**config.mk**
```make
export PLATFORM = sky130hd
export DESIGN_NAME = sr_pq_ctrl
export DESIGN_NICKNAME = d
export VERILOG_FILES = /design/src/rtl/sr_pq_pkg.sv /design/src/rtl/sr_pq_ctrl_rr_arb.sv /design/src/rtl/sr_pq_ctrl.sv
export SDC_FILE = /design/constraint.sdc
export NUM_CORES = 1
export LEC_CHECK = 0
export ABC_AREA = 1
export CAP_MARGIN = 15
export CORE_MARGIN = 2
export CORE_UTILIZATION = 50
export CTS_BUF_LIST = sky130_fd_sc_hd__clkbuf_4 sky130_fd_sc_hd__clkbuf_8
export DETAILED_ROUTE_END_ITERATION = 8
export GPL_TIMING_DRIVEN = 1
export HOLD_SLACK_MARGIN = 0.06
export PLACE_DENSITY = 0.89
export SLEW_MARGIN = 20
export SYNTH_ARGS = -nofsm -noshare
export SYNTH_HDL_FRONTEND = slang
export SYNTH_SLANG_ARGS = --single-unit
```
**constraint.sdc**
```tcl
create_clock -name clk -period 6.8 [get_ports clk]
set_input_delay 1.36 -clock clk [delete_from_list [all_inputs] [get_ports clk]]
set_output_delay 1.36 -clock clk [all_outputs]
set_load 0.05 [all_outputs]
```
**src/rtl/sr_pq_pkg.sv**
```systemverilog
// Shared types and constants for the shift-register priority queue front-end.
// The state encoding is exposed both as an enum and as plain logic constants.
package sr_pq_pkg;

  typedef enum logic [0:0] {
    RUN   = 1'b0,
    FLUSH = 1'b1
  } ctrl_state_t;

  localparam logic [0:0] ST_RUN   = RUN;
  localparam logic [0:0] ST_FLUSH = FLUSH;

  // Empty stages hold an all-ones key with a zero value, so they sort last.
  localparam logic KEYINF_BIT = 1'b1;
  localparam logic VAL0_BIT   = 1'b0;

  function automatic int cnt_w(input int depth);
    return $clog2(depth + 1);
  endfunction

endpackage

```
**src/rtl/sr_pq_ctrl_rr_arb.sv**
```systemverilog
// Round-robin arbiter: one-hot grant among asserted requests, starting at the
// internal pointer; the pointer moves past the winner only when a grant issues.
module rr_arb #(
  parameter int N = 4
) (
  input  logic         clk,
  input  logic         rst,
  input  logic [N-1:0] req,
  input  logic         en,
  output logic [N-1:0] gnt
);

  localparam int PW = (N > 1) ? $clog2(N) : 1;

  logic [PW-1:0] ptr;
  logic [PW-1:0] pick_idx;
  logic [PW-1:0] jj;
  logic [PW:0]   j;
  logic [N-1:0]  pick;
  logic          found;
  logic          take;

  always_comb begin
    pick     = '0;
    pick_idx = ptr;
    found    = 1'b0;
    take     = 1'b0;
    j        = '0;
    jj       = '0;
    for (int i = 0; i < N; i++) begin
      j = {1'b0, ptr} + (PW+1)'(i);
      if (j >= (PW+1)'(N)) begin
        j = j - (PW+1)'(N);
      end else begin
        j = j;
      end
      jj       = j[PW-1:0];
      take     = en && !found && req[jj];
      pick     = pick | (N'(take) << jj);
      pick_idx = take ? jj : pick_idx;
      found    = found | take;
    end
  end

  assign gnt = pick;

  always_ff @(posedge clk) begin
    if (rst) begin
      ptr <= '0;
    end else if (found) begin
      ptr <= (pick_idx == PW'(N - 1)) ? '0 : pick_idx + PW'(1);
    end else begin
      ptr <= ptr;
    end
  end

endmodule

```
**src/rtl/sr_pq_ctrl.sv**
```systemverilog
// Front-end controller for the shift-register priority queue: push arbitration,
// pop service with a head-bypass for keys below the head, occupancy and flush.
module sr_pq_ctrl
  import sr_pq_pkg::*;
#(
  parameter  int KW    = 4,
  parameter  int VW    = 4,
  parameter  int DEPTH = 8,
  parameter  int NREQ  = 4,
  localparam int KVW   = KW + VW,
  localparam int CW    = cnt_w(DEPTH)
) (
  input  logic                      clk,
  input  logic                      rst,
  input  logic [NREQ-1:0]           push_req,
  input  logic [NREQ-1:0][KVW-1:0]  push_kv,
  output logic [NREQ-1:0]           push_gnt,
  input  logic                      pop_req,
  output logic                      pop_gnt,
  output logic                      pop_valid,
  output logic [KVW-1:0]            pop_kv,
  input  logic                      flush_req,
  output logic                      flush_done,
  output logic                      pq_push,
  output logic                      pq_pop,
  output logic [KVW-1:0]            pq_kvi,
  input  logic [KVW-1:0]            pq_head,
  output logic [CW-1:0]             count,
  output logic                      full,
  output logic                      empty,
  output logic                      err_inf
);

  localparam logic [KW-1:0] KEYINF = {KW{KEYINF_BIT}};
  localparam logic [VW-1:0] VAL0   = {VW{VAL0_BIT}};

  logic [0:0]      state;
  logic            run;
  logic            push_en;
  logic            push_fire;
  logic            push_fwd;
  logic            sel_inf;
  logic            byp;
  logic [KVW-1:0]  sel_kv;
  logic [KW-1:0]   sel_key;
  logic [KW-1:0]   head_key;
  logic [CW-1:0]   cnt_nxt;

  assign run = (state == ST_RUN) && !rst;

  // A full queue can still take a push when the pop frees a slot in the same cycle.
  assign push_en = run && (!full || pop_req);

  rr_arb #(
    .N   (NREQ)
  ) u_arb (
    .clk (clk),
    .rst (rst),
    .req (push_req),
    .en  (push_en),
    .gnt (push_gnt)
  );

  always_comb begin
    sel_kv = '0;
    for (int i = 0; i < NREQ; i++) begin
      sel_kv = sel_kv | ({KVW{push_gnt[i]}} & push_kv[i]);
    end
  end

  assign sel_key   = sel_kv[KVW-1:VW];
  assign head_key  = pq_head[KVW-1:VW];
  assign push_fire = |push_gnt;
  assign sel_inf   = (sel_key == KEYINF);
  assign push_fwd  = push_fire && !sel_inf;

  // The queue cannot insert below its head while popping, so that entry goes straight out.
  assign byp = push_fwd && pop_req && (sel_key < head_key);

  always_comb begin
    pop_gnt = 1'b0;
    pq_push = 1'b0;
    pq_pop  = 1'b0;
    pq_kvi  = '0;
    if (rst) begin
      pop_gnt = 1'b0;
    end else if (state == ST_FLUSH) begin
      pq_pop = (count != '0);
    end else begin
      pop_gnt = pop_req && ((count != '0) || byp);
      pq_push = push_fwd && !byp;
      pq_pop  = pop_gnt && !byp;
      pq_kvi  = pq_push ? sel_kv : '0;
    end
  end

  always_comb begin
    cnt_nxt = count;
    if (pq_push && !pq_pop) begin
      cnt_nxt = count + CW'(1);
    end else if (pq_pop && !pq_push) begin
      cnt_nxt = count - CW'(1);
    end else begin
      cnt_nxt = count;
    end
  end

  assign flush_done = !rst && (state == ST_FLUSH) && (count == '0);

  always_ff @(posedge clk) begin
    if (rst) begin
      state     <= ST_RUN;
      count     <= '0;
      full      <= 1'b0;
      empty     <= 1'b1;
      pop_valid <= 1'b0;
      pop_kv    <= {KEYINF, VAL0};
      err_inf   <= 1'b0;
    end else begin
      count     <= cnt_nxt;
      full      <= (cnt_nxt == CW'(DEPTH));
      empty     <= (cnt_nxt == '0);
      pop_valid <= pop_gnt;
      err_inf   <= push_fire && sel_inf;
      if (pop_gnt) begin
        pop_kv <= byp ? sel_kv : pq_head;
      end else begin
        pop_kv <= pop_kv;
      end
      case (state)
        ST_RUN: begin
          if (flush_req) begin
            state <= ST_FLUSH;
          end else begin
            state <= ST_RUN;
          end
        end
        ST_FLUSH: begin
          if (count == '0) begin
            state <= ST_RUN;
          end else begin
            state <= ST_FLUSH;
          end
        end
        default: state <= ST_RUN;
      endcase
    end
  end

endmodule

```
==> flow_summary.toml, run 1 <==
[clock_network]
cts_resized = 0
numClockSinks = 19
cts-root-buf = "clkbuf_8"
hold_buffers = 0
post-cts-setup-buffers = 0
clk_latency_ps = 250
clockBufferDepth = 2
clk_pin_slew_ps = 70
cts_tree = "built"
numCtsBuffers = 3
h-tree-depth = 1

[timing]
max_freq_mhz = 153.8
fin_crit_sh = 0.9564
tightest_slew_ps = 735.5
min_period_ps = 6503
setup_tns_ps = 0
rsz0062_at_grt = "false"
finalClockSkew_ps = 4.493
relSlewSlack = 0.5090
hold_violations = 0
setup_viol = 0
maxSlewViolCount = 0

[placed_design]
routabilityCongestion = 0.8997
dpl.hpwl_mm = 4.685
io_buffers = 79
dp_cells = 441

[global_route]
antenna_found_initial = 0
grt_pass1_wl_mm = 9.749
overflow = 0
met3_usage = 0.04651
grt_usage = 0.2393
grt_pass1_vias = 2219
met2_usage = 0.4135
grt_use_met1 = 0.3034
top_usage_layer = "met2"
grt_max_degree = 19

[synth]
yosysTopAreaCell = "dfxtp_1"
synthArstFlopShare = 0
yosys.cell_types.count = 36
synth-edff-count = 0
synth_flop_cell = "dfxtp_1"
syn_avg_cell_area_um2 = 6.617
yosysTopAreaCellShare = 0.1785
netlist_instances = 322
synth.most_common_cell = "nand2_1"
yosysWarnings = 0
ys_ff_latch = 19
yosys-top-cells-area = "dfxtp_1 (18%), nand2_1 (16%), inv_1 (6.5%)"
syn-num-nets = 377
netlist_top_cells_count = "nand2_1 (92), inv_1 (37), nor2_1 (23), dfxtp_1 (19), nand3_1 (17)"
yosysSeqAreaShare = 0.1785
synth_area_um2 = 2131

[route]
vias = 2332
finalWirelength_mm = 5.628
ant_nets = 0
initialDrtViolationCount = 130
wire_per_inst_um = 12.65
drc = 0
via_per_inst = 5.240
drt_pass1_iterations = 4

[floorplan]
initial_core_util = 0.5251
fp.coreArea_um2 = 4058
die_w_um = 69.28
die_y_um = 69.28
num_rows = 23
dieArea_um2 = 4800
pin_count = 80

[finish]
n_antenna_cell = 0
fill_cells = 337
multi_input_area_um2 = 1460
syn_to_final_growth_pct = 37.93
final_nets = 451
regArea_um2 = 380.4
final_cells = 445
drive_gt1_frac = 0.1924

[power]
ir_drop_mv = 0.1997
power_density_nw_per_um2 = 442.6
power_mw = 1.301
cellLeakagePower_nw = 1.375

[critical_path]
critical_path.startpoint_type = "input port"
worst_setup_path_end_kind = "primary output"
path_cells = "clkdlybuf4s50_1 -> nand2_1 -> nand3_1 -> nand2_4 -> nand3_1 -> inv_1 -> ha_1 -> nand2_1 -> nand2_1 -> nor2_2 -> nand2_4 -> nand2_1 -> nand2_1 -> inv_2 -> nand3_4 -> ha_1 -> a21oi_1 -> nand2_1 -> inv_1 -> nand3_4 -> nand2_2 -> nor2_1 -> clkdlybuf4s50_1"
crit_fanout = 16
critical_path.top_delay_family = "simple AND/OR/NAND/NOR gates"
crit_type = "in -> out"
critPathBufInv = 5
critPathMaxStageDelay_ps = 720
required_ps = 5440
slowest_stage = "clkdlybuf4s50_1"
crit_arrival_ps = 5140
timing.critical_path.mode_cell = "nand2_1"

[run_status]
status = "finished, final reports clean"

[hold_path]
hold_path_class = "reg -> reg"

[job]
cap_viol_max_count = 0
routing by layer:
layer | vias up | share of wire | wire length [µm]
li1 | 1185 | - | -
met1 | 1029 | 0.42 | 2356
met2 | 108 | 0.48 | 2718
met3 | 10 | 0.084 | 470
met4 | 0 | 0.015 | 82
met5 | - | 0 | 0
tightest hold or removal path: cells and delay by family, from the launching register on:
kind,cells,cell delay [ps]
AO/OA/AOI/OAI,1,70
flip-flops,1,340
AND/OR/NAND/NOR,1,80
layout make-up:
class,instances,share of cell area
tap,50,0.02129
sequential,19,0.1294
timing repair buffer,80,0.2708
clock buffer,4,0.01660
multi-input combinational,243,0.4968
inverter,49,0.06513
sequential cells by signal (all words and copies together), names as in the netlist:
register	count
full	1
pop_valid	1
u_arb.ptr	2
err_inf	1
pop_kv	8
count	4
state	1
empty	1
report_power, final:
group / internal (mW) / switching (mW) / leakage, nW / total (mW)
clock: 0.0455 / 0.0351 / 0.0262 / 0.0806
sequential: 0.150 / 0.0496 / 0.156 / 0.200
combinational: 0.338 / 0.683 / 1.19 / 1.02
cells in the final DEF (no fill, tap or decap), types with 4 or more instances in the layout:
cell type        netlist  final
a31oi_1                6      6
nor2_1                23     23
nand2_2               14     14
nand3_2                7      7
nand2_4                9      9
inv_2                 10     10
ha_1                   7      7
o21ai_0                8      8
inv_1                 37     37
nand2_1               92     92
a22o_1                 4      4
clkdlybuf4s50_1        0     73
nor2_2                 7      7
nand3_1               17     17
nor3_1                 6      6
a21oi_1                6      6
a221oi_1               4      4
dfxtp_1               19     19
nor2_4                 4      4
a211oi_1               4      4
nand4_1                4      4
buf_4                  1      6
nand4_2                5      5
worst paths after layout:
check | from | end | slack (ps) | cells after the start
worst max-delay path | push_req[2] | pq_kvi[1] | 300 | 23
worst min register to register | pop_kv[3] | pop_kv[3] | 520 | 2
worst max register to register | u_arb.ptr[0] | full | 2560 | 30
worst min-delay path | pop_kv[3] | pop_kv[3] | 520 | 2
logic make-up (layout without fill, tap and decap cells):
| family | after synthesis | after routing | share of synthesized area |
|---|---|---|---|
| buf+inv | 60 | 133 | 0.1362 |
| fa+ha+maj | 7 | 7 | 0.04110 |
| compound gates | 39 | 39 | 0.1210 |
| xor+xnor | 4 | 4 | 0.01644 |
| flops | 19 | 19 | 0.1785 |
| simple gates | 193 | 193 | 0.5067 |
through the flow:
stage | hold WS, ps | utilization | worst slack, ps | cell area, µm²
after CTS | 524.5 | 0.7243 | 315.8 | 2939
after global routing | 557.2 | 0.7243 | 16.47 | 2939
after global placement | 506.1 | 0.7123 | 359.8 | 2890
final | 522.0 | 0.7243 | 296.7 | 2939
after floorplan | 525.1 | - | 1133 | 2131
after detailed placement | 508.1 | 0.7123 | 340.9 | 2890
Power figures use the tool's default switching activity.
==> run 2: changes to the inputs <==
- CAP_MARGIN: 15 -> not set
==> results of run 2 <==
Same layout as run 1: the final DEF is identical, and so are final timing and power.
==> run 3: changes to the inputs <==
- CAP_MARGIN: not set -> 10
- CORE_UTILIZATION: 50 -> 65
- DONT_BUFFER_PORTS: not set -> 1
- PLACE_DENSITY: 0.89 -> 0.81
- REMOVE_ABC_BUFFERS: not set -> 1
==> run 3 against run 2 <==
Effect of this change: sequential power rose by 57%; combinational power fell by 24%; clock power fell by 23%; via count fell by 12%; sequential cell count did not move; first-iteration DRC count rose by 4.6%; worst setup slack improved by 870 ps; non-clock buffer count fell by 72; count of clock-buffer cells in the layout did not move; die area fell by 22%; total power fell by 12%.
==> flow_summary.toml, run 3 (synthesis gave the netlist of run 1 again) <==
[floorplan]
die_y_um = 61.26
fp.coreArea_um2 = 3078
num_rows = 20
die_w_um = 61.26
initial_core_util = 0.6923
pin_count = 80
dieArea_um2 = 3752

[global_route]
grt_pass1_wl_mm = 7.176
grt_usage = 0.2506
grt_max_degree = 19
antenna_found_initial = 0
grt_pass1_vias = 1701
overflow = 0

[clock_network]
clk_latency_ps = 290
post-cts-setup-buffers = 0
numClockSinks = 19
hold_buffers = 0
cts-root-buf = "clkbuf_4"
cts_tree = "built"
clk_pin_slew_ps = 110
clockBufferDepth = 2
numCtsBuffers = 3
cts_resized = 0
h-tree-depth = 1

[critical_path]
crit_type = "in -> out"
crit_arrival_ps = 4270
crit_fanout = 16
required_ps = 5440
critical_path.startpoint_type = "input port"
worst_setup_path_end_kind = "primary output"

[route]
wire_per_inst_um = 13.21
drt_pass1_iterations = 4
finalWirelength_mm = 4.848
via_per_inst = 5.564
drc = 0
vias = 2042
ant_nets = 0
initialDrtViolationCount = 136

[timing]
min_period_ps = 5630
rsz0062_at_grt = "false"
setup_tns_ps = 0
tightest_slew_ps = 916.8
maxSlewViolCount = 0
max_freq_mhz = 177.6
hold_violations = 0
relSlewSlack = 0.3865
setup_viol = 0
fin_crit_sh = 0.8279
finalClockSkew_ps = 3.088

[placed_design]
routabilityCongestion = 0.9162
placed_area_um2 = 2147
dp_cells = 363
io_buffers = 0
dpl.hpwl_mm = 3.897

[power]
power_density_nw_per_um2 = 528.4
cellLeakagePower_nw = 1.092
ir_drop_mv = 0.2534

[finish]
syn_to_final_growth_pct = 2.173
final_cells = 367
final_nets = 379
final_area_um2 = 2177
drive_gt1_frac = 0.2384
fill_cells = 277
layout_common_cells = "nand2_1 (92), inv_1 (37), nor2_1 (23)"
n_antenna_cell = 0
reg.largest.list = "pop_kv x8, count x4, u_arb.ptr x2"
post-route-util = 0.7073
layout_commonest_cell = "nand2_1"
top_register = "pop_kv"
largest_reg_flops = 8

[run_status]
status = "finished, final reports clean"

[hold_path]
hold_path_class = "reg -> reg"

[job]
cap_viol_max_count = 0
-- run 3: final timing paths --
check	slack [ps]	depth (start not counted)	start	endpoint
worst min register to register	580	2	state	state
worst min-delay path	580	2	state	state
worst max register to register	2360	30	u_arb.ptr[0]	full
worst max-delay path	1170	20	push_req[3]	pq_kvi[4]
-- run 3: final cells by class --
type                            instances  area, µm²  share of cell area
Sequential cell                        19      380.4              0.1747
Clock buffer                            4      30.03             0.01379
Inverter                               49      191.4             0.08793
Multi-Input combinational cell        243       1460              0.6707
Tap cell                               44      55.05             0.02529
Timing Repair Buffer                    8      60.06             0.02759
-- run 3: per-stage QoR --
| stage | power, mW | setup WS, ps | hold WS (ps) |
|---|---|---|---|
| 2_1_floorplan | 0.9537 | 1129 | 525.1 |
| 3_3_place_gp | 1.076 | 1264 | 550.0 |
| 3_5_place_dp | 1.084 | 1193 | 563.7 |
| 4_1_cts | 1.150 | 1190 | 591.4 |
| 5_1_grt | 1.245 | 852.9 | 641.4 |
| 6_report | 1.150 | 1170 | 583.9 |
-- run 3: power breakdown --
group / internal [mW] / switching, mW
combinational: 0.233 / 0.542
sequential: 0.150 / 0.163
clock: 0.0268 / 0.0353
total: 0.409 / 0.741
-- run 3: routing by layer --
metal  wire, µm  part of all wire  vias to the layer above  GRT usage
met1       2041              0.42                      904     0.3071
met5          0                 0                        -          0
met3        383             0.079                       12    0.05672
li1           -                 -                     1041          -
met2       2304              0.48                       85     0.4103
met4        119             0.025                        0     0.1273
-- run 3: critical path: stages --
cell,delay (ps)
nand2_1,50
nand3_1,180
nand2_4,110
nand3_1,110
inv_1,60
ha_1,190
nand2_1,70
nand2_1,70
nor2_2,160
nand2_4,180
nand2_1,130
nand4_2,190
ha_1,330
nand2_1,50
nand2_1,80
nand2_1,90
nand3_4,180
nand2_2,230
a31oi_1,220
buf_4,230
